==> config.mk <==
export PLATFORM = sky130hd
export DESIGN_NAME = int_bus_arbiter
export DESIGN_NICKNAME = d
export VERILOG_FILES = /design/src/rtl/int_bus_arbiter.sv
export SDC_FILE = /design/constraint.sdc
export NUM_CORES = 1
export LEC_CHECK = 0
export ABC_AREA = 1
export ABC_CLOCK_PERIOD_IN_PS = 1600
export CAP_MARGIN = 0
export CORE_ASPECT_RATIO = 0.8
export CORE_MARGIN = 2
export CORE_UTILIZATION = 30
export DETAILED_ROUTE_END_ITERATION = 8
export PLACE_DENSITY = 0.82
export SLEW_MARGIN = 20
export SYNTH_ARGS = -nofsm -noshare
export SYNTH_HDL_FRONTEND = slang
export SYNTH_SLANG_ARGS = --single-unit
==> constraint.sdc <==
create_clock -name clock -period 1.6 [get_ports clock]
set_clock_uncertainty 0.2 [all_clocks]
set_input_delay 0.32 -clock clock [delete_from_list [all_inputs] [get_ports clock]]
set_output_delay 0.32 -clock clock [all_outputs]
set_load 0.05 [all_outputs]
==> src/rtl/int_bus_arbiter.sv <==
`timescale 1ns/1ps
// int_bus_arbiter
// Shares one register-file bus (AW-bit address, DW-bit data) between NUM_M
// masters. Round-robin arbitration, one RELEASE turnaround cycle between owners,
// and an optional hold-time limit that revokes a grant when others are waiting.
//
// Handshake: a master raises m_req (level) and keeps it high for the whole
// access. m_gnt[i] rises one clock after m_req[i] is sampled in IDLE and stays
// high until the master drops m_req or the hold limit revokes it. Strobes
// (m_write/m_read) reach the slave only from the current owner while busy=1.
// Dropping m_req ends the access on the next edge; the owner may still strobe
// in the cycle where it drops m_req.
module int_bus_arbiter #(
  parameter int NUM_M      = 2,
  parameter int AW         = 16,
  parameter int DW         = 8,
  parameter int HOLD_LIMIT = 1024,
  parameter int TIMEOUT_EN = 1
) (
  input  logic                clock,
  input  logic                reset,
  input  logic [NUM_M-1:0]    m_req,
  output logic [NUM_M-1:0]    m_gnt,
  input  logic [NUM_M*AW-1:0] m_address,
  input  logic [NUM_M*DW-1:0] m_wr_data,
  input  logic [NUM_M-1:0]    m_write,
  input  logic [NUM_M-1:0]    m_read,
  output logic [DW-1:0]       m_rd_data,
  output logic [AW-1:0]       s_address,
  output logic [DW-1:0]       s_wr_data,
  output logic                s_write,
  output logic                s_read,
  input  logic [DW-1:0]       s_rd_data,
  output logic [2:0]          owner,
  output logic                busy,
  output logic                timeout,
  output logic [1:0]          state_dbg
);

  localparam int IW = (NUM_M > 1) ? $clog2(NUM_M) : 1;
  localparam int HW = $clog2(HOLD_LIMIT);
  localparam logic [HW-1:0] HOLD_MAX = HW'(HOLD_LIMIT - 1);
  localparam logic [NUM_M-1:0] ONE_M = NUM_M'(1);

  localparam logic [1:0] S_IDLE    = 2'd0;
  localparam logic [1:0] S_GRANT   = 2'd1;
  localparam logic [1:0] S_RELEASE = 2'd2;

  logic [1:0]       state_q, state_d;
  logic [NUM_M-1:0] gnt_q, gnt_d;
  logic [IW-1:0]    owner_q, owner_d;
  logic [IW-1:0]    ptr_q, ptr_d;
  logic [HW-1:0]    hold_q, hold_d;
  logic             timeout_q, timeout_d;

  logic             sel_found;
  logic [IW-1:0]    sel_idx;
  logic [IW-1:0]    ptr_after;
  logic             owner_req;
  logic             owner_wr;
  logic             owner_rd;
  logic             others_waiting;

  // Round-robin pick: lowest requester at or after the pointer, else lowest overall.
  always_comb begin
    sel_found = 1'b0;
    sel_idx   = '0;
    for (int i = NUM_M - 1; i >= 0; i--) begin
      if (m_req[i]) begin
        sel_found = 1'b1;
        sel_idx   = IW'(i);
      end
    end
    for (int i = NUM_M - 1; i >= 0; i--) begin
      if (m_req[i] && (IW'(i) >= ptr_q)) begin
        sel_idx = IW'(i);
      end
    end
  end

  // Owner-side mux: the owner's request, strobes and bus fields.
  always_comb begin
    owner_req      = 1'b0;
    owner_wr       = 1'b0;
    owner_rd       = 1'b0;
    others_waiting = 1'b0;
    s_address      = '0;
    s_wr_data      = '0;
    for (int i = 0; i < NUM_M; i++) begin
      if (owner_q == IW'(i)) begin
        owner_req = m_req[i];
        owner_wr  = m_write[i];
        owner_rd  = m_read[i];
        s_address = m_address[i*AW +: AW];
        s_wr_data = m_wr_data[i*DW +: DW];
      end else if (m_req[i]) begin
        others_waiting = 1'b1;
      end
    end
  end

  // Priority moves to the master after the outgoing owner, wrapping at NUM_M-1.
  always_comb begin
    ptr_after = (owner_q == IW'(NUM_M - 1)) ? '0 : owner_q + 1'b1;
  end

  // Next-state logic for IDLE -> GRANT -> RELEASE -> IDLE.
  always_comb begin
    state_d   = state_q;
    gnt_d     = gnt_q;
    owner_d   = owner_q;
    ptr_d     = ptr_q;
    hold_d    = hold_q;
    timeout_d = 1'b0;
    case (state_q)
      S_IDLE: begin
        if (sel_found) begin
          state_d = S_GRANT;
          gnt_d   = ONE_M << sel_idx;
          owner_d = sel_idx;
          hold_d  = '0;
        end
      end
      S_GRANT: begin
        if (hold_q != HOLD_MAX) begin
          hold_d = hold_q + 1'b1;
        end
        if (!owner_req) begin
          state_d = S_RELEASE;
          gnt_d   = '0;
          ptr_d   = ptr_after;
        end else if ((TIMEOUT_EN != 0) && (hold_q == HOLD_MAX) && others_waiting) begin
          // Hold limit reached with someone queued: revoke, owner re-arbitrates later.
          state_d   = S_RELEASE;
          gnt_d     = '0;
          ptr_d     = ptr_after;
          timeout_d = 1'b1;
        end
      end
      S_RELEASE: begin
        state_d = S_IDLE;
        gnt_d   = '0;
      end
      default: begin
        state_d = S_IDLE;
        gnt_d   = '0;
      end
    endcase
  end

  // State registers; reset drops any grant immediately.
  always_ff @(posedge clock or negedge reset) begin
    if (!reset) begin
      state_q   <= S_IDLE;
      gnt_q     <= '0;
      owner_q   <= '0;
      ptr_q     <= '0;
      hold_q    <= '0;
      timeout_q <= 1'b0;
    end else begin
      state_q   <= state_d;
      gnt_q     <= gnt_d;
      owner_q   <= owner_d;
      ptr_q     <= ptr_d;
      hold_q    <= hold_d;
      timeout_q <= timeout_d;
    end
  end

  // Slave strobes only flow in GRANT; write wins over read.
  always_comb begin
    busy      = (state_q == S_GRANT);
    s_write   = busy & owner_wr;
    s_read    = busy & owner_rd & ~owner_wr;
    m_gnt     = gnt_q;
    owner     = 3'(owner_q);
    timeout   = timeout_q;
    m_rd_data = s_rd_data;
    state_dbg = state_q;
  end

endmodule

==> results.json <==
{
  "status": "complete, but fails checks",
  "violations": "setup timing",
  "vdd_drop_max_mv": 1.020,
  "via_count": 1933,
  "critical_path_arrival_ns": 1.51,
  "hold_buffers": 0,
  "cts_tree": "built",
  "end_kind": "primary output",
  "fin_ws_ns": -0.4343,
  "antenna_left": 0,
  "clock-root-buffer": "clkbuf_8",
  "fmax_mhz": 491.6,
  "drtIter0Drc": 149,
  "cp_num_buf_inv": 2,
  "holdWs_ns": 0.1817,
  "async_flop_share_pct": 100.0,
  "period_share_pct": 127.1,
  "netlist_instances": 218,
  "finalSetupViolCount": 40,
  "power_density_nw_per_um2": 1872,
  "max_cap_violations": 0,
  "synth_ff_type": "dfrtp_1",
  "cpPeakStageDelay_ns": 0.41,
  "syn-cell-area_sq_um": 1363,
  "wl_met2_microns": 3949,
  "grt-ovfl-total": 0,
  "insertedDiodeCount": 0,
  "fin_tns_setup_ns": -9.126,
  "rows": 21,
  "dr_wl_met3_microns": 356,
  "hold_class": "input port to async pin",
  "ctsLongestPathBuffers": 2,
  "ff2ff_path_depth": 8,
  "nNetsFinal": 397,
  "synth-seq-area-share_pct": 31.22,
  "numCtsBuffers": 3,
  "crit_type": "flop to primary output",
  "worst_skew_pair.late_latency_ns": 0.26,
  "drc": 0,
  "gp_congestion": 0.8551,
  "cts.sinks": 17,
  "viasPerCell": 4.982,
  "grt_pass1_vias": 1808,
  "drive_gt1_share_pct": 50.45,
  "core_area_sq_um": 4283,
  "io_pins": 107,
  "cp_max_fo": 3,
  "wl_per_cell_microns": 18.10,
  "grt_usage_pct": 21.26,
  "yosys_warnings": 0,
  "drt-met1-wl_microns": 2484,
  "cts-htree-levels": 1,
  "grt_max_degree": 18,
  "drt_wl_total_microns": 7024,
  "final_core_util_pct": 76.07,
  "leakage_uw": 0.001557,
  "route.top_layer_used": "met4",
  "area_delta_synth_final_pct": 139.1,
  "hold_violations": 0,
  "die_area_sq_um": 5100,
  "cp.depth": 5,
  "cp_top_family": "simple AND/OR/NAND/NOR gates",
  "fp.dieH_microns": 64.28,
  "clk_pin_slew_ns": 0.07,
  "dp_hpwl_microns": 3523,
  "drt-pass1-iter-count": 4,
  "rsz0062_at_grt": "true",
  "fillCellCount": 256,
  "setup.worst_path.start_class": "flop",
  "required_ns": 1.08,
  "die_x_microns": 79.35,
  "critPathSlowestCell": "dfrtp_2",
  "grt_pass1_wl_microns": 8438,
  "io_buffers": 88,
  "synth_area_per_cell_sq_um": 6.250,
  "maxSlewViolCount": 0,
  "initial_utilization_pct": 31.81,
  "antenna_found_initial": 0,
  "synth_edf_count": 0,
  "synth_seq_cells": 17,
  "layout_min_cycle_time_ns": 2.034,
  "synth_cell_types": 28,
  "crit_chain": "inv_2, or2_1, o21a_1, nor4_4, buf_12"
}
## power breakdown
part	leakage (uW)	switching (uW)	internal [uW]
sequential	0.000222	126	564
clock	0.0000228	160	178
combinational	0.00131	2840	2230
## Yosys cell counts (all sizes together) (2+ instances only)
cell	count	area (sq um)
buf	14	100.1
clkbuf	3	11.26
dfrtp	17	425.4
inv	20	75.07
nand2	113	444.2
nand3	10	55.05
nand4	4	25.02
nor2	11	53.80
o21ai	14	85.08
or2	3	18.77
xor2	2	17.52
## timing repair
| action | 4_1_cts | 5_1_grt |
|---|---|---|
| buffers inserted | 11 | 4 |
| setup endpoints to repair | 28 | 41 |
| gates resized for setup | 93 | 67 |
| cloned | 2 | 3 |
| pin swaps | 10 | 20 |
## sequential cells by signal, indices dropped and copies added, names as in the netlist
name       flops
state_dbg      2
hold_q        10
owner_q        1
ptr_q          1
timeout        1
m_gnt          2
## area by class of cell
type	instances	area, sq um	share of cell area [%]
Timing Repair Buffer	125	1529	46.93
Sequential cell	17	429.2	13.17
Multi-Input combinational cell	164	1097	33.68
Clock buffer	4	45.04	1.382
Inverter	21	86.33	2.650
Tap cell	57	71.32	2.189
## cell families (layout without fill, tap and decap cells)
kind of cell | Yosys count | count (layout) | share of synthesized area [%]
compound gates | 16 | 16 | 7.346
flops | 17 | 17 | 31.22
fa+ha+maj | 1 | 1 | 0.9181
buf+inv | 38 | 150 | 14.33
simple gates | 143 | 143 | 44.63
other cells | 1 | 2 | 0.2752
xor+xnor | 2 | 2 | 1.286
## worst reg2reg max path: stages (launching register included)
cell     delay, ns
dfrtp_2       0.44
buf_6         0.16
buf_6         0.13
o21ai_2       0.11
nand4_1       0.17
nand2_1       0.17
nand2_1       0.09
nand2_1       0.11
nand2_1       0.08
## per-layer routing
metal,vias to the layer above,global-route usage [%]
li1,889,-
met1,939,24.89
met2,81,38.98
met3,24,3.814
met4,0,6.897
met5,-,0
## worst paths after layout
path / from / end / slack [ns]
max: owner_q$_DFFE_PN0P_ / s_read / -0.43
min: reset / hold_q[5]$_DFFE_PN0P_ / 0.18
max reg2reg: owner_q$_DFFE_PN0P_ / ptr_q$_DFFE_PN0P_ / -0.18
min reg2reg: m_gnt[0]$_DFFE_PN0P_ / m_gnt[0]$_DFFE_PN0P_ / 0.35
max in group asynchronous: reset / state_dbg[1]$_DFFE_PN0P_ / 0.81
min in group clock: m_gnt[0]$_DFFE_PN0P_ / m_gnt[0]$_DFFE_PN0P_ / 0.35
## stage by stage
step / instances / instance area [sq um] / setup WS (ns) / power (uW)
2_1_floorplan: 219 / 1451 / -0.3933 / 2866
3_5_place_dp: 365 / 2437 / -0.5357 / 4046
6_report: 388 / 3258 / -0.4343 / 6100
4_1_cts: 382 / 2917 / -0.3667 / 5329
3_3_place_gp: 365 / 2437 / -0.4997 / 4009
5_1_grt: 388 / 3258 / -0.4841 / 6339
## cell usage in the layout (no fill, tap or decap), types with 2 or more instances in the layout
cell type,n
clkbuf_8,3
or2_2,2
o21ai_2,5
nor2_2,2
nand4_1,4
o21ai_0,4
inv_2,5
nor2_4,2
buf_12,10
conb_1,2
buf_8,25
buf_6,13
buf_4,17
dfrtp_2,3
nand2_2,36
o21ai_1,5
dfrtp_1,14
nand3_1,9
nand2_1,44
buf_16,2
nor2_1,7
nand2_4,33
clkbuf_16,3
xor2_1,2
inv_1,14
clkdlybuf4s50_1,54
Power figures use the tool's default switching activity.
